==> config.mk <==
export PLATFORM = sky130hd
export DESIGN_NAME = salsa20_rounds_seq
export DESIGN_NICKNAME = d
export VERILOG_FILES = /design/src/rtl/salsa20_rounds_seq.sv
export SDC_FILE = /design/constraint.sdc
export NUM_CORES = 2
export LEC_CHECK = 0
export CAP_MARGIN = 25
export CORE_MARGIN = 2
export CORE_UTILIZATION = 35
export CTS_CLUSTER_SIZE = 16
export DETAILED_ROUTE_END_ITERATION = 12
export MAX_ROUTING_LAYER = met4
export PLACE_DENSITY_LB_ADDON = 0.25
export SLEW_MARGIN = 20
export SYNTH_ARGS = -nofsm -noshare
export SYNTH_HDL_FRONTEND = slang
export SYNTH_SLANG_ARGS = --single-unit
==> constraint.sdc <==
create_clock -name clk -period 28.4 [get_ports clk]
set_input_delay 2.84 -clock clk [delete_from_list [all_inputs] [get_ports clk]]
set_output_delay 2.84 -clock clk [all_outputs]
set_load 0.02 [all_outputs]
==> src/rtl/salsa20_rounds_seq.sv <==
// Iterative Salsa20 core permutation: ROUNDS rounds, RPC rounds per clock.
// Optional feedforward (state + input) is enabled by defining SALSA20_FEEDFORWARD_EN.

module salsa20_quarter_round (
    input  logic [31:0] a,
    input  logic [31:0] b,
    input  logic [31:0] c,
    input  logic [31:0] d,
    output logic [31:0] a_o,
    output logic [31:0] b_o,
    output logic [31:0] c_o,
    output logic [31:0] d_o
);
    function automatic logic [31:0] rotl(input logic [31:0] x, input int unsigned n);
        return (x << n) | (x >> (32 - n));
    endfunction

    logic [31:0] a1;
    logic [31:0] b1;
    logic [31:0] c1;
    logic [31:0] d1;

    // Each step consumes the word updated by the previous step.
    always_comb begin
        b1 = b ^ rotl(a + d, 7);
        c1 = c ^ rotl(b1 + a, 9);
        d1 = d ^ rotl(c1 + b1, 13);
        a1 = a ^ rotl(d1 + c1, 18);
    end

    assign a_o = a1;
    assign b_o = b1;
    assign c_o = c1;
    assign d_o = d1;
endmodule

module salsa20_round_stage (
    input  logic         is_row,
    input  logic [511:0] s_in,
    output logic [511:0] s_out
);
    // Tuple j of a round occupies slots 4j..4j+3 as (a,b,c,d).
    localparam int COL_IDX [16] = '{0, 4, 8, 12, 5, 9, 13, 1, 10, 14, 2, 6, 15, 3, 7, 11};
    localparam int ROW_IDX [16] = '{0, 1, 2, 3, 5, 6, 7, 4, 10, 11, 8, 9, 15, 12, 13, 14};

    logic [511:0] qr_in;
    logic [511:0] qr_out;

    always_comb begin
        qr_in = '0;
        for (int j = 0; j < 16; j++) begin
            if (is_row) qr_in[32*j +: 32] = s_in[32*ROW_IDX[j] +: 32];
            else        qr_in[32*j +: 32] = s_in[32*COL_IDX[j] +: 32];
        end
    end

    for (genvar q = 0; q < 4; q++) begin : g_qr
        salsa20_quarter_round u_qr (
            .a   (qr_in[32*(4*q+0) +: 32]),
            .b   (qr_in[32*(4*q+1) +: 32]),
            .c   (qr_in[32*(4*q+2) +: 32]),
            .d   (qr_in[32*(4*q+3) +: 32]),
            .a_o (qr_out[32*(4*q+0) +: 32]),
            .b_o (qr_out[32*(4*q+1) +: 32]),
            .c_o (qr_out[32*(4*q+2) +: 32]),
            .d_o (qr_out[32*(4*q+3) +: 32])
        );
    end

    // The four tuples partition all 16 words, so every word is rewritten.
    always_comb begin
        s_out = s_in;
        for (int j = 0; j < 16; j++) begin
            if (is_row) s_out[32*ROW_IDX[j] +: 32] = qr_out[32*j +: 32];
            else        s_out[32*COL_IDX[j] +: 32] = qr_out[32*j +: 32];
        end
    end
endmodule

module salsa20_rounds_seq #(
    parameter int ROUNDS = 20,
    parameter int RPC    = 1
) (
    input  logic         clk,
    input  logic         rst,
    input  logic         in_valid,
    output logic         in_ready,
    input  logic [511:0] data_in,
    output logic         out_valid,
    input  logic         out_ready,
    output logic [511:0] data_out,
    output logic         busy
);
    localparam int STEPS = ROUNDS / RPC;
    localparam int CNT_W = $clog2(STEPS + 1);
    localparam logic [CNT_W-1:0] LAST = CNT_W'(STEPS - 1);

    if ((ROUNDS % 2) != 0 || ROUNDS < 2 || ROUNDS > 20 || (RPC != 1 && RPC != 2)) begin : g_bad_params
        $error("salsa20_rounds_seq: ROUNDS must be even in 2..20 and RPC must be 1 or 2");
    end

    typedef enum logic [1:0] {
        IDLE = 2'd0,
        RUN  = 2'd1,
        DONE = 2'd2
    } fsm_t;

    fsm_t             fsm_state;
    logic [511:0]     state;
    logic [CNT_W-1:0] cnt;
    logic [511:0]     round_out;
    logic [511:0]     result;

    if (RPC == 1) begin : g_rpc1
        // Rounds alternate column/row, starting with a column round at cnt 0.
        salsa20_round_stage u_stage (
            .is_row (cnt[0]),
            .s_in   (state),
            .s_out  (round_out)
        );
    end else begin : g_rpc2
        logic [511:0] mid;
        salsa20_round_stage u_col (
            .is_row (1'b0),
            .s_in   (state),
            .s_out  (mid)
        );
        salsa20_round_stage u_row (
            .is_row (1'b1),
            .s_in   (mid),
            .s_out  (round_out)
        );
    end

    // Handshakes: a transfer happens on a rising edge where valid && ready;
    // in_ready is high only in IDLE, out_valid only in DONE, and data_out is
    // held stable from out_valid rising until the accepting edge.
    always_ff @(posedge clk) begin
        if (rst) begin
            fsm_state <= IDLE;
            state     <= '0;
            cnt       <= '0;
            in_ready  <= 1'b1;
            out_valid <= 1'b0;
            busy      <= 1'b0;
        end else begin
            case (fsm_state)
                IDLE: begin
                    if (in_valid) begin
                        state     <= data_in;
                        cnt       <= '0;
                        fsm_state <= RUN;
                        in_ready  <= 1'b0;
                        busy      <= 1'b1;
                    end
                end
                RUN: begin
                    state <= round_out;
                    cnt   <= cnt + 1'b1;
                    if (cnt == LAST) begin
                        fsm_state <= DONE;
                        out_valid <= 1'b1;
                    end
                end
                DONE: begin
                    if (out_ready) begin
                        fsm_state <= IDLE;
                        out_valid <= 1'b0;
                        busy      <= 1'b0;
                        in_ready  <= 1'b1;
                    end
                end
                default: begin
                    fsm_state <= IDLE;
                    out_valid <= 1'b0;
                    busy      <= 1'b0;
                    in_ready  <= 1'b1;
                end
            endcase
        end
    end

`ifdef SALSA20_FEEDFORWARD_EN
    logic [511:0] orig;

    always_ff @(posedge clk) begin
        if (rst) begin
            orig <= '0;
        end else if (fsm_state == IDLE && in_valid) begin
            orig <= data_in;
        end
    end

    always_comb begin
        result = '0;
        for (int i = 0; i < 16; i++) begin
            result[32*i +: 32] = state[32*i +: 32] + orig[32*i +: 32];
        end
    end
`else
    assign result = state;
`endif

    assign data_out = out_valid ? result : '0;
endmodule
* Yosys cells after proc, flatten, opt, wreduce, memory -nomap -nowiden
Cells that the tools add are included. W data, S select, Z words.
Storage, ports and cells: bits in registers 522, output and inout port bits 515, word-level logic and storage cells 110, bits of input ports 516
Operators by class: add/subtract/negate cells 17, bitwise operators 34, equality and inequality tests 6, muxes and demuxes 41, reductions and logical operators 6
Operator list (count):
- $mux W512 | 2
- $pmux W512 S2 | 1
- $mux W32 | 24
- $add A32 B32 Y32 | 16
- $xor A32 B32 Y32 | 16
- $or A32 B13 Y32 | 4
- $or A32 B18 Y32 | 4
- $or A32 B7 Y32 | 4
- $or A32 B9 Y32 | 4
- $pmux W5 S2 | 1
- $pmux W1 S3 | 3
- $reduce_and A3 Y1 | 3
- $mux W2 | 3
- $ne A2 B2 Y1 const B | 3
- $pmux W2 S3 | 1
- $add A5 B1 Y5 const B | 1
- $eq A5 B5 Y1 const B | 1
- $mux W1 | 5
- $mux W5 | 1
- $eq A2 B1 Y1 const B | 1
- $eq A2 B2 Y1 const B | 1
- $logic_not A2 Y1 | 1
- $not A1 Y1 | 2
- $reduce_and A2 Y1 | 1
- $reduce_bool A2 Y1 | 1

* Depth between registers and ports, before layout
word-level depth 14, gate-level depth with buffers 54, depth with buffers taken out 50

* Cells and area by module
Synthesis repeated with hierarchy kept, for this count alone.
Second synthesis, totals: cells, all modules 8035, area total of the unflattened synthesis 63721.1 um^2
Modules (own cells, without submodules):
- salsa20_rounds_seq | times used 1, cells an instance 3464, seq. area each 10450.0 um^2, area an instance 26040.0 um^2
- salsa20_round_stage | times used 1, cells an instance 853, seq. area each 0.0 um^2, area an instance 9263.9 um^2
- salsa20_quarter_round at g_rpc1.u_stage.g_qr[2].u_qr | times used 1, cells an instance 984, seq. area each 0.0 um^2, area an instance 7379.6 um^2
- salsa20_quarter_round at g_rpc1.u_stage.g_qr[0].u_qr | times used 1, cells an instance 933, seq. area each 0.0 um^2, area an instance 7185.6 um^2
- salsa20_quarter_round at g_rpc1.u_stage.g_qr[1].u_qr | times used 1, cells an instance 912, seq. area each 0.0 um^2, area an instance 6932.9 um^2
- salsa20_quarter_round at g_rpc1.u_stage.g_qr[3].u_qr | times used 1, cells an instance 889, seq. area each 0.0 um^2, area an instance 6919.1 um^2

* Worst setup path before layout
No wires, ideal clock.
kind reg-to-reg, start point register cnt[0], end point register state[335], in the netlist result[335], cell stages (with the launch flop) 51, clock period less this slack 11267 ps, data arrival time 11191 ps, slack 17133 ps, buffers on the path 6, required time 28324 ps, library setup time 76 ps, cell sequence dfxtp_1 -> buf_2 -> buf_2 -> buf_2 -> buf_2 -> buf_2 -> buf_2 -> mux2_2 -> ha_1 -> o211ai_1 -> nor3_1 -> o21ai_1 -> a31oi_1 -> a31oi_1 -> o211ai_1 -> a21boi_1 -> xnor2_1 -> ha_1 -> [... 15 more ...] -> a21oi_1 -> a31oi_1 -> o21ai_1 -> a221oi_2 -> o21ai_0 -> xor3_1 -> ha_1 -> a21o_1 -> a21oi_1 -> nor2b_1 -> o31a_1 -> a211o_1 -> a221oi_2 -> o21ai_1 -> o41a_1 -> a22oi_1 -> mux2_1 -> o22ai_1
Between the ends: cells in the longest elaborated chain, start to end 14, elaborated cells between the ends (all ways) 16, classes of those cells add/sub (4); mux (4); bitwise (8)
RTL lines:
- start, declared | RTL line 110 | logic [CNT_W-1:0] cnt;
- start signal, assigned | RTL line 159 | cnt <= cnt + 1'b1;
- $mux W32 | RTL line 52 | if (is_row) qr_in[32*j +: 32] = s_in[32*ROW_IDX[j] +: 32];
- $add A32 B32 Y32 | RTL line 25 | b1 = b ^ rotl(a + d, 7);
- $or A32 B7 Y32 | RTL line 15 | return (x << n) | (x >> (32 - n));
- $xor A32 B32 Y32 | RTL line 25
- $add A32 B32 Y32 | RTL line 26 | c1 = c ^ rotl(b1 + a, 9);
- $or A32 B9 Y32 | RTL line 15
- $xor A32 B32 Y32 | RTL line 26
- $add A32 B32 Y32 | RTL line 27 | d1 = d ^ rotl(c1 + b1, 13);
- $or A32 B13 Y32 | RTL line 15
- $xor A32 B32 Y32 | RTL line 27
- $add A32 B32 Y32 * | RTL line 28 | a1 = a ^ rotl(d1 + c1, 18);
- $or A32 B18 Y32 * | RTL line 15
- $xor A32 B32 Y32 * | RTL line 28
- $pmux W512 S2 * | RTL line 147 | case (fsm_state)
- end signal, assigned | RTL line 150 | state <= data_in;
- end signal, assigned | RTL line 158 | state <= round_out;
- end, declared | RTL line 109 | logic [511:0] state;
Every way passes the cells marked *; elsewhere a longest branch is shown, timed or not. A chain may end at the register's enable or synchronous reset.

* Final worst setup path
start point register cnt[0], end point register state[17], in the netlist result[17]
The elaborated chain is that of the path after synthesis.

==> results.sh <==
export IMPL_status="completed"
export IMPL_post_cts_buffers=0
export IMPL_cap_violations=0
export IMPL_grt_overflow_total=0
export IMPL_layout_drive_gt1_share_pct=7.97
export IMPL_place_ws_ps=12740
export IMPL_hp_class="flop to flop"
export IMPL_die_area_sq_um=178000
export IMPL_arrival_ps=17040
export IMPL_grt_max_degree=136
export IMPL_synth_common_cells="a21oi_1 (689), nand2_1 (650), nor2_1 (616), xnor2_1 (550), and2_1 (539)"
export IMPL_yosysTopAreaCell="dfxtp_1"
export IMPL_nFillCells=17352
export IMPL_hpwlAfterDp_microns=386000
export IMPL_cts_sinks=522
export IMPL_initial_utilization_pct=35.2
export IMPL_finalHoldViolCount=0
export IMPL_vias_per_cell=6.52
export IMPL_skew_ps=56.1
export IMPL_io_pins=1031
export IMPL_post_synth_top_count_cell="a21oi_1"
export IMPL_setup_ws_ps=11960
export IMPL_grt_pass1_vias=67078
export IMPL_clk_latency_ps=740
export IMPL_die_y_microns=422
export IMPL_maxSlewHeadroom_pct=17.6
export IMPL_ys_types=103
export IMPL_yosysWarningCount=0
export IMPL_synthArstFlopShare_pct=0
export IMPL_clock_path_buffers=3
export IMPL_tritoncts="done"
export IMPL_rsz0062_at_grt="no"
export IMPL_syn_to_final_growth_pct=28.0
export IMPL_final_antenna_net_count=0
export IMPL_antenna_found_initial=94
export IMPL_gp_congestion=1.19
export IMPL_avgSynthCellArea_sq_um=7.68
export IMPL_synth_top_area_share_pct=17.1
export IMPL_worst_pin_slew_ps=1230
export IMPL_clkTransAtPathRegs_ps=60
export IMPL_critPathKind="flop to flop"
export IMPL_syn_nets=8988
export IMPL_drt_wl_total_microns=466000
export IMPL_finalSetupTns_ps=0
export IMPL_slowest_stage="xnor2_1"
export IMPL_vias=73888
export IMPL_yosysSeqAreaShare_pct=17.1
export IMPL_syn_inst=7954
export IMPL_port_buffers=1030
export IMPL_setup_violations=0
export IMPL_slowest_delay_ps=960
export IMPL_ys_flop_type="dfxtp_1"
export IMPL_critPathRequiredTime_ps=29000
export IMPL_hold_buffers=0
export IMPL_rows=153
export IMPL_track_usage_pct=51.3
export IMPL_grt_pass1_wl_microns=607000
export IMPL_yosys_top_cells_area="dfxtp_1 (17%), ha_1 (10%), xnor2_1 (7.9%)"
export IMPL_finalCriticalPeriod_ps=16440
export IMPL_die_w_microns=422
export IMPL_yosys_register_bits=522
export IMPL_route_detailed_drc=0
export IMPL_dp_cells=11121
export IMPL_post_cts_resized=0
export IMPL_clockRootBuffer="clkbuf_16"
export IMPL_cts_max_level=3
export IMPL_wl_per_cell_microns=41.2
export IMPL_drv_slew=0
export IMPL_coreArea_sq_um=174000
export IMPL_numCtsBuffers=73
export IMPL_finalNonFillerCells=11325
export IMPL_critPathLaunchType="flop"
export IMPL_critPathMaxFanout=115
export IMPL_synthesis_area_sq_um=61100
export IMPL_end_kind="flop"
export IMPL_dr_pass1_iters=7
export IMPL_synth_edf_count=0
export IMPL_nNetsFinal=9914
export IMPL_fmax_mhz=60.8
export IMPL_drt_iter0_drc=11326
export IMPL_min_period_over_period_pct=57.9
## registers in the layout (all words and copies together) (netlist names)
register   cells
out_valid      1
fsm_state      2
busy           1
cnt            5
result       512
in_ready       1
## worst paths after layout
check	startpoint	end	slack (ps)	depth (start not counted)
max	cnt[0]	result[17]	11960	49
min	result[483]	result[483]	470	2
max reg2reg	cnt[0]	result[17]	11960	49
min reg2reg	result[483]	result[483]	470	2
## layer usage
layer,global-route usage [%],wire [microns]
met1,59.6,173000
met2,73.1,193000
met3,14.2,50900
met4,42.9,49000
met5,-,0
## critical path, delay by kind of cell (launching register included)
family	cells	cell delay, ps
flops	1	600
compound gates	27	7340
xor+xnor	4	1940
mux	1	440
fa+ha+maj	5	1460
buf+inv	6	2790
simple gates	6	1010
## placed cells by master, fill, tap and decap left out, types with 194 or more instances in the layout
cell type / netlist / layout
clkdlybuf4s50_1: 0 / 1029
a21oi_1: 689 / 689
nand2_1: 650 / 645
nor2_1: 616 / 610
and2_1: 539 / 539
dfxtp_1: 522 / 519
ha_1: 502 / 502
xnor2_1: 550 / 476
o21ai_0: 383 / 382
mux2i_1: 310 / 306
buf_4: 2 / 271
a21o_1: 259 / 259
a211oi_1: 216 / 216
inv_1: 198 / 197
xor2_1: 200 / 197
nor3_1: 194 / 194
## metrics by stage
stage               utilization [%]  hold slack [ps]  area [sq um]
floorplan                         -              438         61100
global placement               43.3              455         75200
detailed placement             43.4              465         75400
CTS                            44.9              472         77900
global route                   45.0              488         78200
finish                         45.0              470         78200
## area by class of cell
type | count | area (sq um) | area share [%]
Multi-Input combinational cell | 6764 | 48800 | 62.4
Clock buffer | 101 | 2160 | 2.77
Tap cell | 2325 | 2910 | 3.72
Sequential cell | 522 | 10500 | 13.4
Clock inverter | 31 | 369 | 0.472
Inverter | 201 | 764 | 0.978
Timing Repair Buffer | 1318 | 12600 | 16.1
Antenna cell | 63 | 158 | 0.202
## cells by family (layout without fill, tap and decap cells)
kind of cell / count (synthesis) / count (layout) / synth area share [%]
flip-flops: 522 / 522 / 17.1
buffers and inverters: 668 / 1651 / 4.22
adder cells (fa/ha/maj): 518 / 518 / 10.8
AND/OR/NAND/NOR: 2514 / 2514 / 20.0
XOR/XNOR: 825 / 825 / 13.6
other: 0 / 63 / 0
multiplexers: 436 / 436 / 7.40
AO/OA/AOI/OAI: 2471 / 2471 / 26.9
Power is not shown: default switching activity piles up to over one toggle a cycle in this logic, so the estimate is an artifact.
